<file path="config.mk">
export PLATFORM = sky130hd
export DESIGN_NAME = gol_sim_sequencer
export DESIGN_NICKNAME = d
export VERILOG_FILES = /design/src/rtl/gol_sim_sequencer.sv
export SDC_FILE = /design/constraint.sdc
export NUM_CORES = 1
export LEC_CHECK = 0
export ABC_AREA = 1
export CAP_MARGIN = 20
export CORE_ASPECT_RATIO = 0.7
export CORE_MARGIN = 5
export CORE_UTILIZATION = 35
export CTS_CLUSTER_DIAMETER = 120
export CTS_CLUSTER_SIZE = 30
export DETAILED_ROUTE_END_ITERATION = 8
export GPL_TIMING_DRIVEN = 0
export PLACE_DENSITY = 0.52
export SLEW_MARGIN = 25
export SYNTH_ARGS = -nofsm -noshare
export SYNTH_HDL_FRONTEND = slang
export SYNTH_SLANG_ARGS = --single-unit
export TNS_END_PERCENT = 100
</file>
<file path="constraint.sdc">
create_clock -name clk -period 2.3 [get_ports clk]
set_input_delay 0.69 -clock clk [delete_from_list [all_inputs] [get_ports clk]]
set_output_delay 0.69 -clock clk [all_outputs]
set_load 0.01 [all_outputs]
</file>
<file path="src/rtl/gol_sim_sequencer.sv">
// Game of Life phase sequencer: frame-aligned init/clear/update/copy
// engine control with pause, single-step and engine timeout.
module gol_sim_sequencer #(
    parameter int INTERVAL = 2400000,
    parameter int TIMER_W  = 22,
    parameter int TIMEOUT  = 4096,
    parameter int GEN_W    = 16
) (
    input  logic             clk,
    input  logic             reset,
    input  logic             run,
    input  logic             step,
    input  logic             randomize,
    input  logic             clear,
    input  logic             frame_tick,
    output logic             init_start,
    output logic             clear_start,
    output logic             update_start,
    output logic             copy_start,
    input  logic             init_done,
    input  logic             clear_done,
    input  logic             update_done,
    input  logic             copy_done,
    output logic             busy,
    output logic [2:0]       phase,
    output logic [GEN_W-1:0] generation,
    output logic             timeout_err
);

    localparam int TO_W = $clog2(TIMEOUT);
    localparam logic [TO_W-1:0] TO_LAST = TO_W'(TIMEOUT - 1);
    localparam logic [TIMER_W-1:0] T_LAST = TIMER_W'(INTERVAL - 1);

    typedef enum logic [2:0] {
        S_IDLE   = 3'd0,
        S_WAIT   = 3'd1,
        S_INIT   = 3'd2,
        S_UPDATE = 3'd3,
        S_COPY   = 3'd4,
        S_CLEAR  = 3'd5
    } state_e;

    state_e             state_q, state_d;
    state_e             kind_q, kind_d;
    logic [TIMER_W-1:0] timer_q, timer_d;
    logic [TO_W-1:0]    cnt_q, cnt_d;
    logic [GEN_W-1:0]   gen_q, gen_d;
    logic               step_pend_q, step_pend_d;
    logic               clear_pend_q, clear_pend_d;
    logic               err_q, err_d;

    logic trig;
    logic done_sel;
    logic step_clr;
    logic clr_clr;
    logic start_cyc;

    // cnt_q is zero exactly in the first cycle of an engine phase
    assign start_cyc = (cnt_q == '0);

    always_comb begin
        state_d  = state_q;
        kind_d   = kind_q;
        timer_d  = timer_q;
        cnt_d    = cnt_q;
        gen_d    = gen_q;
        err_d    = err_q;
        trig     = 1'b0;
        done_sel = 1'b0;
        step_clr = 1'b0;
        clr_clr  = 1'b0;

        unique case (state_q)
            S_INIT:   done_sel = init_done;
            S_CLEAR:  done_sel = clear_done;
            S_UPDATE: done_sel = update_done;
            S_COPY:   done_sel = copy_done;
            default:  done_sel = 1'b0;
        endcase

        unique case (state_q)
            S_IDLE: begin
                trig = clear_pend_q | step_pend_q
                     | (run & (timer_q == T_LAST));
                if (trig) begin
                    state_d = S_WAIT;
                    timer_d = '0;
                    if (clear_pend_q) begin
                        kind_d = S_CLEAR;
                    end else begin
                        kind_d   = randomize ? S_INIT : S_UPDATE;
                        step_clr = 1'b1;
                    end
                end else if (run && timer_q != T_LAST) begin
                    timer_d = timer_q + TIMER_W'(1);
                end
            end
            S_WAIT: begin
                if (frame_tick) begin
                    state_d = kind_q;
                    cnt_d   = '0;
                    clr_clr = (kind_q == S_CLEAR);
                end
            end
            S_INIT, S_UPDATE, S_COPY, S_CLEAR: begin
                cnt_d = cnt_q + TO_W'(1);
                if (!start_cyc && done_sel) begin
                    cnt_d = '0;
                    unique case (state_q)
                        S_UPDATE: state_d = S_COPY;
                        S_COPY: begin
                            state_d = S_IDLE;
                            gen_d   = gen_q + GEN_W'(1);
                        end
                        S_INIT: begin
                            state_d = S_IDLE;
                            gen_d   = '0;
                            err_d   = 1'b0;
                        end
                        default: begin
                            state_d = S_IDLE;
                            gen_d   = '0;
                        end
                    endcase
                end else if (cnt_q == TO_LAST) begin
                    state_d = S_IDLE;
                    cnt_d   = '0;
                    err_d   = 1'b1;
                end
            end
            default: state_d = S_IDLE;
        endcase

        // a fresh request in the same cycle outranks consuming the old one
        step_pend_d  = (step_pend_q & ~step_clr) | step;
        clear_pend_d = (clear_pend_q & ~clr_clr) | clear;
    end

    always_ff @(posedge clk) begin
        if (reset) begin
            state_q      <= S_INIT;
            kind_q       <= S_UPDATE;
            timer_q      <= '0;
            cnt_q        <= '0;
            gen_q        <= '0;
            step_pend_q  <= 1'b0;
            clear_pend_q <= 1'b0;
            err_q        <= 1'b0;
        end else begin
            state_q      <= state_d;
            kind_q       <= kind_d;
            timer_q      <= timer_d;
            cnt_q        <= cnt_d;
            gen_q        <= gen_d;
            step_pend_q  <= step_pend_d;
            clear_pend_q <= clear_pend_d;
            err_q        <= err_d;
        end
    end

    assign init_start   = ~reset & start_cyc & (state_q == S_INIT);
    assign clear_start  = ~reset & start_cyc & (state_q == S_CLEAR);
    assign update_start = ~reset & start_cyc & (state_q == S_UPDATE);
    assign copy_start   = ~reset & start_cyc & (state_q == S_COPY);
    assign busy         = (state_q != S_IDLE);
    assign phase        = state_q;
    assign generation   = gen_q;
    assign timeout_err  = err_q;

endmodule
</file>
## Word-level counts from Yosys, hierarchy flattened

Index checks and enable logic that the tools add are counted.

| cells by class | value |
|---|---|
| add/subtract/negate cells | 3 |
| multiplexer cells | 24 |
| bitwise gates (word level) | 16 |
| equal/unequal tests | 13 |
| reduce and logical (&&, ||, !) cells | 16 |

Operator list:

| operator | number |
|---|---|
| 22-bit two-way mux | 2 |
| 12-bit two-way mux | 3 |
| 16-bit one-hot mux with 2 select lines | 1 |
| 12-bit one-hot mux with 2 select lines | 1 |
| 22-bit by 1-bit adder with 22-bit output, second input constant | 1 |
| 22-bit equality test, second input constant | 1 |
| 22-bit inequality test, second input constant | 1 |
| 3-bit two-way mux | 6 |
| 16-bit by 1-bit adder with 16-bit output, second input constant | 1 |
| 12-bit by 1-bit adder with 12-bit output, second input constant | 1 |
| 12-bit equality test, second input constant | 1 |
| 12-bit logical NOT | 1 |
| 3-bit equality test, second input constant | 3 |
| 1-bit two-way mux | 9 |
| 3-bit one-hot mux with 3 select lines | 1 |
| 3-bit AND reduction | 3 |
| 1-bit bitwise AND | 8 |
| 3-bit by 2-bit equality test with 1-bit output, second input constant | 2 |
| 2-bit AND reduction | 3 |
| 2-bit nonzero test | 3 |
| 2-bit inequality test, second input constant | 2 |
| 1-bit inverter | 4 |
| 1-bit OR | 4 |
| 1-bit one-hot mux with 4 select lines | 1 |
| 8 further kinds | 9 |

| word-level totals | value |
|---|---|
| register bits | 59 |

## Depth between registers and ports, before layout

Gate-level depths: netlist (run 1).

| logic depth | value |
|---|---|
| word-level depth | 8 |
| depth in mapped cells | 12 |

## Worst setup path before layout (run 1)

No wires, ideal clock.

| path | value |
|---|---|
| kind | register to output |
| start point | reg cnt_q[8] |
| end point | out clear_start |
| arrival | 1,348 ps |
| required time | 1,610 ps |
| setup slack | 262 ps |
| buffers on the path | 0 |
| cell stages (with the launch flop) | 5 |
| cells stage by stage | dfxtp_1 > or2_2 > nor4_1 > nand2_1 > nor4_1 |

| on the way | value |
|---|---|
| word-level cells in the longest chain between the ends | 3 |

Ends and longest elaborated chain:

| item | line | source |
|---|---|---|
| from (decl) | 46 | `logic [TO_W-1:0] cnt_q, cnt_d;` |
| from (signal assigned) | 153 | `cnt_q <= cnt_d;` |
| 12-bit logical NOT | 59 | `assign start_cyc = (cnt_q == '0);` |
| 1-bit bitwise AND (2 in series) | 162 | `assign clear_start = ~reset & start_cyc & (state_q == S_CLEAR);` |
| to (decl) | 17 | `output logic clear_start,` |

Every way passes these cells.

## Final worst setup path (run 1)

| path | value |
|---|---|
| start point | reg cnt_q[8] |
| end point | out init_start |

| on the way | value |
|---|---|
| word-level cells in the longest chain between the ends | 3 |

Ends and longest elaborated chain:

| item | line | source |
|---|---|---|
| 12-bit logical NOT | 59 |  |
| 1-bit bitwise AND (2 in series) | 161 | `assign init_start = ~reset & start_cyc & (state_q == S_INIT);` |
| to (decl) | 16 | `output logic init_start,` |

Every way passes these cells.

==> reports/metrics.yaml, run 1 <==
floorplan:
  rows: 30
  dieWidth_um: 130
  ios: 36
  start_util: 0.360
  die_area_um2: 12200
  coreArea_um2: 9760
  die-height_um: 93.8
clocking:
  cts_inserted_buffers: 9
  cts_tree: "built"
  htreeDepth: 3
  ctsHoldBuffers: 0
  cts.sinks: 59
  clock-root-buffer: "clkbuf_16"
  insertion_delay_ns: 0.32
  path_clk_slew_ns: 0.05
  cts_buffer_depth: 2
power_and_ir_drop:
  vdd_ir_drop_max_v: 0.000508
  power_switching_w: 0.00145
  power_density_nw_per_um2: 873
  clockPowerShare: 0.325
  p_seq_frac: 0.316
  power_w: 0.00385
  pwr-share-comb: 0.359
  cellInternalPower_w: 0.00240
  leakage_nw: 1.70
  switching_share: 0.377
cells_and_area:
  final_common_cell: "nand2_1"
  fillers: 1034
  final_cells: 697
  final_util: 0.452
  syn2layout_area_growth_pct: 25.6
  layout-drive-gt1-share: 0.153
  fin_nets: 581
  final_cell_mix: "nand2_1, nor2_1, dfxtp_1"
  fin_area_um2: 4410
  antenna_cells: 0
sta:
  slew_headroom: 0.645
  fmax_mhz: 408
  fin_crit_ns: 2.45
  grt_setup_unrepaired: "yes"
  tightestPinTransition_ns: 0.532
  period_share: 1.07
  skew_ns: 0.00723
  setup_viol_count_final: 4
  slew_viol_final: 0
  setup_slack_ns: -0.153
  finalHoldViolCount: 0
route:
  post-route-drc-count: 0
  viasPerCell: 4.77
  wl_um: 8890
  vias: 3326
  dr.pass1.iters: 5
  ant_nets: 0
  first_iter_violations: 247
  routedWlPerCell_um: 12.8
status:
  status: "finished with violations"
  violations: "setup timing"
grt:
  grt_pass1_wl_um: 15200
  grt_pass1_vias: 3030
  antenna_found_initial: 0
  grt_max_degree: 11
  grt.total_usage: 0.158
  grt-ovfl-total: 0
yosys:
  synth_compound_area_frac: 0.0877
  synthSimpleGateAreaFrac: 0.418
  ys_seq_area_frac: 0.337
  syn_area_um2: 3510
  yosysWarnings: 0
  synthMuxAreaShare: 0
  synthDistinctLibCells: 43
  synth_top_family_by_area: "simple AND/OR/NAND/NOR gates"
  synthCells: 514
  syn_area_per_cell_um2: 6.83
  yosys.area_share.xor_xnor: 0.0549
  synth_seq_cells: 59
  yosys.area_share.adder: 0.0178
  synth.net_count: 530
min_path:
  hold_path_class: "register to register"
  hold_depth: 2
placed_design:
  placed_cells: 677
  placed_area_um2: 4020
  gp_congestion: 0.886
  hpwl_um: 6740
  portBuffers: 35
worst_setup_path:
  start_kind: "register"
  worstSetupStartpoint: "cnt_q[8]"
  r2r_slack_ns: 0.42
  cp_max_fo: 2
  regToRegEndpoint: "generation[14]"
  cp.arrival_ns: 1.76
  reg2reg_from: "phase[1]"
  worstSetupPathType: "register to output pin"
  crit_end: "init_start"
  worstPathRequired_ns: 1.61
  r2r_cells: 8
  endpoint_kind: "output pin"
flow_run:
  drv_cap: 0
## state kept, by name, summed over array words and instances, names as in the netlist
register	count
clear_pend_q	1
cnt_q	12
generation	16
kind_q	3
phase	3
step_pend_q	1
timeout_err	1
timer_q	22
## cell families (layout without fill, tap and decap cells)
logic type / Yosys count / count (layout)
buffers and inverters: 69 / 124
AND/OR/NAND/NOR: 308 / 308
adder cells (fa/ha/maj): 5 / 5
XOR/XNOR: 22 / 22
AO/OA/AOI/OAI: 51 / 51
flip-flops: 59 / 59
## worst min path at each step
stage	end	start
6_report	timeout_err	timeout_err
5_1_grt	generation[15]	generation[15]
4_1_cts	timeout_err	timeout_err
3_5_place_dp	timeout_err	timeout_err
3_3_place_gp	step_pend_q	step_pend_q
2_1_floorplan	cnt_q[6]	cnt_q[6]
## cell type report
cell class | count | area [um^2] | share of cell area
plain buffers | 7 | 46.3 | 0.0105
clock buffers | 13 | 270 | 0.0613
clock inverters | 2 | 10.0 | 0.00227
inverters | 62 | 253 | 0.0573
multi-input cells | 386 | 2100 | 0.476
flip-flops and latches | 59 | 1190 | 0.271
well taps | 128 | 160 | 0.0363
repair buffers | 40 | 374 | 0.0848
## layer usage
| layer | up-vias | part of all wire | GRT usage |
|---|---|---|---|
| met2 | 71 | 0.40 | 0.209 |
| met3 | 4 | 0.055 | 0.0528 |
| met1 | 1497 | 0.54 | 0.242 |
| met4 | 0 | 0.0045 | 0.0363 |
| li1 | 1754 | - | - |
| met5 | - | 0 | 0 |
## cell usage after synthesis (all sizes together)
cell type    n  area share
a21oi       32       0.049
nor3        22       0.035
nor2        95        0.13
clkinv       1      0.0025
xor2        19       0.047
nand2      138        0.16
o211ai       2      0.0043
nand4       11       0.021
nor3b        3      0.0064
xnor2        3      0.0075
o21ai       10       0.017
buf          4       0.010
or2          3      0.0053
a211oi       1      0.0021
nand3       33       0.058
o21bai       3      0.0075
nor4         3      0.0053
a41oi        1      0.0025
a21boi       1      0.0032
o22ai        1      0.0018
ha           5       0.018
dfxtp       59        0.34
clkbuf       3      0.0032
inv         61       0.070
## critical path, stage by stage (launching register included)
cell	delay (ns)
dfxtp_2	0.32
or2_4	0.26
nor4_4	0.30
nand2_2	0.12
buf_4	0.15
buf_6	0.10
nor2_2	0.06
buf_2	0.13
## metrics by stage
stage | hold WS (ns) | setup TNS (ns) | worst slack [ns]
5_1_grt | 0.516 | -0.735 | -0.231
2_1_floorplan | 0.455 | 0 | 0.262
3_3_place_gp | 0.477 | -3.22 | -0.791
6_report | 0.483 | -0.461 | -0.153
3_5_place_dp | 0.474 | -3.42 | -0.798
4_1_cts | 0.484 | -0.380 | -0.141
## power groups by stage
| stage | sequential [W] | clock (W) | combinational (W) |
|---|---|---|---|
| final | 0.00122 | 0.00125 | 0.00138 |
| after global routing | 0.00123 | 0.00133 | 0.00154 |
| after CTS | 0.00120 | 0.00129 | 0.00136 |
| after detailed placement | 0.00120 | 0 | 0.00128 |
| after global placement | 0.00120 | 0 | 0.00129 |
| after floorplan | 0.00119 | 0 | 0.000941 |
## timing repair
item,in CTS,in global routing
buffers inserted,4,1
gates resized for setup,42,5
pin swaps,4,0
hold endpoints to repair,0,0
endpoints found under the setup margin,5,5
gates cloned,0,0
No activity file was read; power rests on OpenSTA's default activity.
==> inputs of run 2 (changes only) <==
CORE_MARGIN = 2   (was 5)
HOLD_SLACK_MARGIN = 0.08   (was not set)
==> reports/metrics.yaml, run 2 (same netlist as run 1, synthesis figures left out) <==
floorplan:
  dieWidth_um: 124
  die_area_um2: 10900
  start_util: 0.361
  die-height_um: 87.8
  ios: 36
  rows: 30
  coreArea_um2: 9720
placed_design:
  hpwl_um: 6620
  gp_congestion: 0.902
  placed_cells: 677
  placed_area_um2: 4020
  portBuffers: 35
cells_and_area:
  fin_area_um2: 4460
  final_common_cell: "nand2_1"
  final_cells: 702
  largest_reg_flops: 22
  final_util: 0.459
  antenna_cells: 0
  fin_nets: 585
  regMostFlops: "timer_q"
  syn2layout_area_growth_pct: 27.2
  layout-drive-gt1-share: 0.164
  final_cell_mix: "nand2_1, nor2_1, inv_1, dfxtp_1, clkdlybuf4s50_1"
power_and_ir_drop:
  power_density_nw_per_um2: 887
  power_w: 0.00396
  leakage_nw: 1.73
  vdd_ir_drop_max_v: 0.000593
grt:
  grt_pass1_vias: 2983
  grt.total_usage: 0.177
  grt_max_degree: 11
  antenna_found_initial: 0
  grt_pass1_wl_um: 15000
  grt-ovfl-total: 0
route:
  first_iter_violations: 283
  post-route-drc-count: 0
  wl_um: 8830
  viasPerCell: 4.74
  dr.pass1.iters: 5
  routedWlPerCell_um: 12.6
  ant_nets: 0
  vias: 3327
worst_setup_path:
  reg2reg_from: "phase[1]"
  regToRegEndpoint: "generation[14]"
  endpoint_kind: "output pin"
  r2r_cells: 8
  cp_max_fo: 3
  worstPathRequired_ns: 1.61
  worstSetupPathType: "register to output pin"
  cp.arrival_ns: 1.74
  start_kind: "register"
  r2r_slack_ns: 0.42
sta:
  finalHoldViolCount: 0
  period_share: 1.06
  grt_setup_unrepaired: "yes"
  setup_slack_ns: -0.134
  slew_headroom: 0.627
  setup_viol_count_final: 3
  tightestPinTransition_ns: 0.560
  fmax_mhz: 411
  slew_viol_final: 0
  fin_crit_ns: 2.43
  skew_ns: 0.00678
min_path:
  worstHoldStart: "timer_q[2]"
  min_to: "timer_q[2]"
  hold_depth: 2
  hold_path_class: "register to register"
clocking:
  clock-root-buffer: "clkbuf_16"
  cts_buffer_depth: 2
  insertion_delay_ns: 0.33
  ctsHoldBuffers: 0
  cts.sinks: 59
  cts_tree: "built"
  cts_inserted_buffers: 9
  path_clk_slew_ns: 0.05
  htreeDepth: 3
flow_run:
  drv_cap: 0
status:
  violations: "setup timing"
  status: "finished with violations"
-- run 2: per-stage QoR --
step	setup WS, ns	setup TNS [ns]	hold WS (ns)
final	-0.134	-0.315	0.493
after global routing	-0.250	-0.636	0.506
after CTS	-0.189	-0.502	0.493
after detailed placement	-0.789	-3.55	0.482
after global placement	-0.801	-3.32	0.474
after floorplan	0.262	0	0.455
-- run 2: timing repair --
action,4_1_cts,5_1_grt
pin swaps,3,3
gates cloned,0,0
setup endpoints to repair,5,4
buffers inserted,6,3
resized for setup,42,8
-- run 2: metal layers --
metal | part of all wire | wire length (um) | global-route usage | up-vias
li1 | - | - | - | 1759
met3 | 0.069 | 608 | 0.0456 | 10
met1 | 0.53 | 4680 | 0.273 | 1461
met5 | 0 | 0 | 0 | -
met4 | 0.010 | 91 | 0.0496 | 0
met2 | 0.39 | 3440 | 0.239 | 97
-- run 2: worst max path at each step --
| stage | from | to | depth (start not counted) | slack, ns |
|---|---|---|---|---|
| floorplan | cnt_q[8] | clear_start | 4 | 0.26 |
| global placement | reset | clear_start | 5 | -0.80 |
| detailed placement | reset | clear_start | 5 | -0.79 |
| CTS | cnt_q[8] | clear_start | 6 | -0.19 |
| global route | cnt_q[9] | clear_start | 6 | -0.25 |
| finish | cnt_q[9] | clear_start | 6 | -0.13 |
-- run 2: layout make-up --
cell class                 count  area [um^2]
timing repair buffer          44          410
inverter                      62          253
sequential                    59         1200
clock inverter                 6         55.1
fill                         989         5260
tap                          128          160
multi-input combinational    386         2100
clock buffer                  10          239
buffer                         7         48.8
-- run 2: power breakdown --
group / switching, W / total, W / internal (W) / leakage [nW]
Combinational: 0.000925 / 0.00144 / 0.000516 / 1.10
Clock: 0.000464 / 0.00132 / 0.000856 / 0.152
Sequential: 0.0000970 / 0.00120 / 0.00110 / 0.481
Total: 0.00149 / 0.00396 / 0.00247 / 1.73
-- run 2: worst max-delay path, stage by stage (launching register included) --
cell     delay, ns
dfxtp_2       0.32
or2_4         0.26
nor4_4        0.28
nand2_2       0.12
buf_6         0.14
nor4_4        0.12
buf_2         0.17
==> inputs of run 3 (changes only) <==
CTS_BUF_LIST = sky130_fd_sc_hd__clkbuf_4 sky130_fd_sc_hd__clkbuf_8   (was not set)
SLEW_MARGIN = 15   (was 25)
==> reports/metrics.yaml, run 3 (same netlist as run 1, synthesis figures left out) <==
status:
  status: "finished with violations"
  violations: "setup timing"
sta:
  skew_ns: 0.00663
  fmax_mhz: 407
  slew_headroom: 0.630
  fin_crit_ns: 2.46
  finalHoldViolCount: 0
  slew_viol_final: 0
  setup_slack_ns: -0.156
  period_share: 1.07
  tightestPinTransition_ns: 0.555
  setup_viol_count_final: 3
  setup_tns_ns: -0.381
  grt_setup_unrepaired: "yes"
grt:
  grt_pass1_wl_um: 14900
  grt_max_degree: 11
  antenna_found_initial: 0
  grt_pass1_vias: 2971
  grt.total_usage: 0.179
  grt-ovfl-total: 0
clocking:
  cts_tree: "built"
  path_clk_slew_ns: 0.07
  cts_inserted_buffers: 9
  clock-root-buffer: "clkbuf_8"
  cts.sinks: 59
  insertion_delay_ns: 0.34
  htreeDepth: 3
  cts_buffer_depth: 2
  ctsHoldBuffers: 0
cells_and_area:
  final_util: 0.450
  final_cells: 703
  final_common_cell: "nand2_1"
  layout-drive-gt1-share: 0.165
  regMostFlops: "timer_q"
  largest_reg_flops: 22
  fin_nets: 586
  syn2layout_area_growth_pct: 24.6
  antenna_cells: 0
  final_cell_mix: "nand2_1, nor2_1, inv_1, dfxtp_1, clkdlybuf4s50_1"
route:
  met2WireLength_um: 3410
  wl_um: 8790
  first_iter_violations: 230
  wl_met1_um: 4630
  post-route-drc-count: 0
  met3RoutedLength_um: 674
  top_layer_used: "met4"
  vias: 3323
  ant_nets: 0
  viasPerCell: 4.73
  dr.pass1.iters: 6
  routedWlPerCell_um: 12.5
min_path:
  hold_depth: 2
  min_to: "timer_q[1]"
  worstHoldStart: "timer_q[1]"
  hold_path_class: "register to register"
worst_setup_path:
  reg2reg_from: "phase[1]"
  worstPathRequired_ns: 1.61
  r2r_slack_ns: 0.45
  endpoint_kind: "output pin"
  crit_chain: "or2_4, nor4_4, nand2_2, buf_4, buf_6, nor2_4, buf_6"
  worstSetupPathType: "register to output pin"
  cp_slowest_cell: "dfxtp_2"
  r2r_cells: 8
  start_kind: "register"
  path_common_cell: "buf_6"
  crit_path_max_incr_delay_ns: 0.32
  cp.arrival_ns: 1.77
  regToRegEndpoint: "generation[14]"
  cp_max_fo: 3
power_and_ir_drop:
  switching_share: 0.400
  pwr-share-comb: 0.408
  vdd_ir_drop_max_v: 0.000610
  power_density_nw_per_um2: 820
  leakage_nw: 1.69
  p_seq_frac: 0.332
  cellInternalPower_w: 0.00215
  power_switching_w: 0.00143
  clockPowerShare: 0.261
floorplan:
  ios: 36
  die-height_um: 87.8
  coreArea_um2: 9720
  start_util: 0.361
  die_area_um2: 10900
  rows: 30
  dieWidth_um: 124
placed_design:
  gp_congestion: 0.902
  hpwl_um: 6620
  portBuffers: 35
  placed_cells: 677
flow_run:
  drv_cap: 0
[run 3: changes by cell type in the layout (fill, tap and decap cells not counted), sizes merged]
cell  previous run  this run
buf             17        18
[run 3: layout make-up]
cell class | instances | area (um^2)
fillers | 1001 | 5350
multi-input cells | 386 | 2100
flip-flops and latches | 59 | 1200
repair buffers | 45 | 418
inverters | 62 | 253
well taps | 128 | 160
clock buffers | 10 | 138
clock inverters | 6 | 55.1
plain buffers | 7 | 48.8
[run 3: worst max path at each step]
stage	endpoint	cells after the start	start
final	update_start	7	cnt_q[9]
after global routing	clear_start	6	cnt_q[9]
after CTS	clear_start	6	cnt_q[8]
after detailed placement	clear_start	5	reset
after global placement	clear_start	5	reset
after floorplan	clear_start	4	cnt_q[8]
[run 3: repair_timing]
action,in CTS,in global routing
endpoints found under the setup margin,5,5
hold endpoints to repair,0,0
pin swaps,3,3
setup buffers,6,4
resized for setup,42,9
[run 3: power by group through the flow]
| stage | clock network, W | logic (W) | registers [W] |
|---|---|---|---|
| floorplan | 0 | 0.000941 | 0.00119 |
| global placement | 0 | 0.00129 | 0.00120 |
| detailed placement | 0 | 0.00129 | 0.00120 |
| CTS | 0.000976 | 0.00136 | 0.00121 |
| global route | 0.00102 | 0.00163 | 0.00120 |
| finish | 0.000935 | 0.00146 | 0.00119 |
[run 3: critical path, delay by kind of cell, from the launching register on]
kind,cells,cell delay (ns)
buf+inv,3,0.36
flops,1,0.32
simple gates,4,0.73
[run 3: stage by stage]
stage               worst slack (ns)  hold WS (ns)  power, W  area [um^2]
floorplan                      0.262         0.455   0.00213         3510
global placement              -0.801         0.474   0.00250         4020
detailed placement            -0.789         0.482   0.00249         4020
CTS                           -0.223         0.495   0.00354         4310
global route                  -0.297         0.510   0.00385         4370
finish                        -0.156         0.491   0.00358         4370
[run 3: metal layers]
| layer | GRT usage | vias up |
|---|---|---|
| li1 | - | 1762 |
| met1 | 0.273 | 1463 |
| met2 | 0.237 | 89 |
| met3 | 0.0573 | 9 |
| met4 | 0.0434 | 0 |
| met5 | 0 | - |
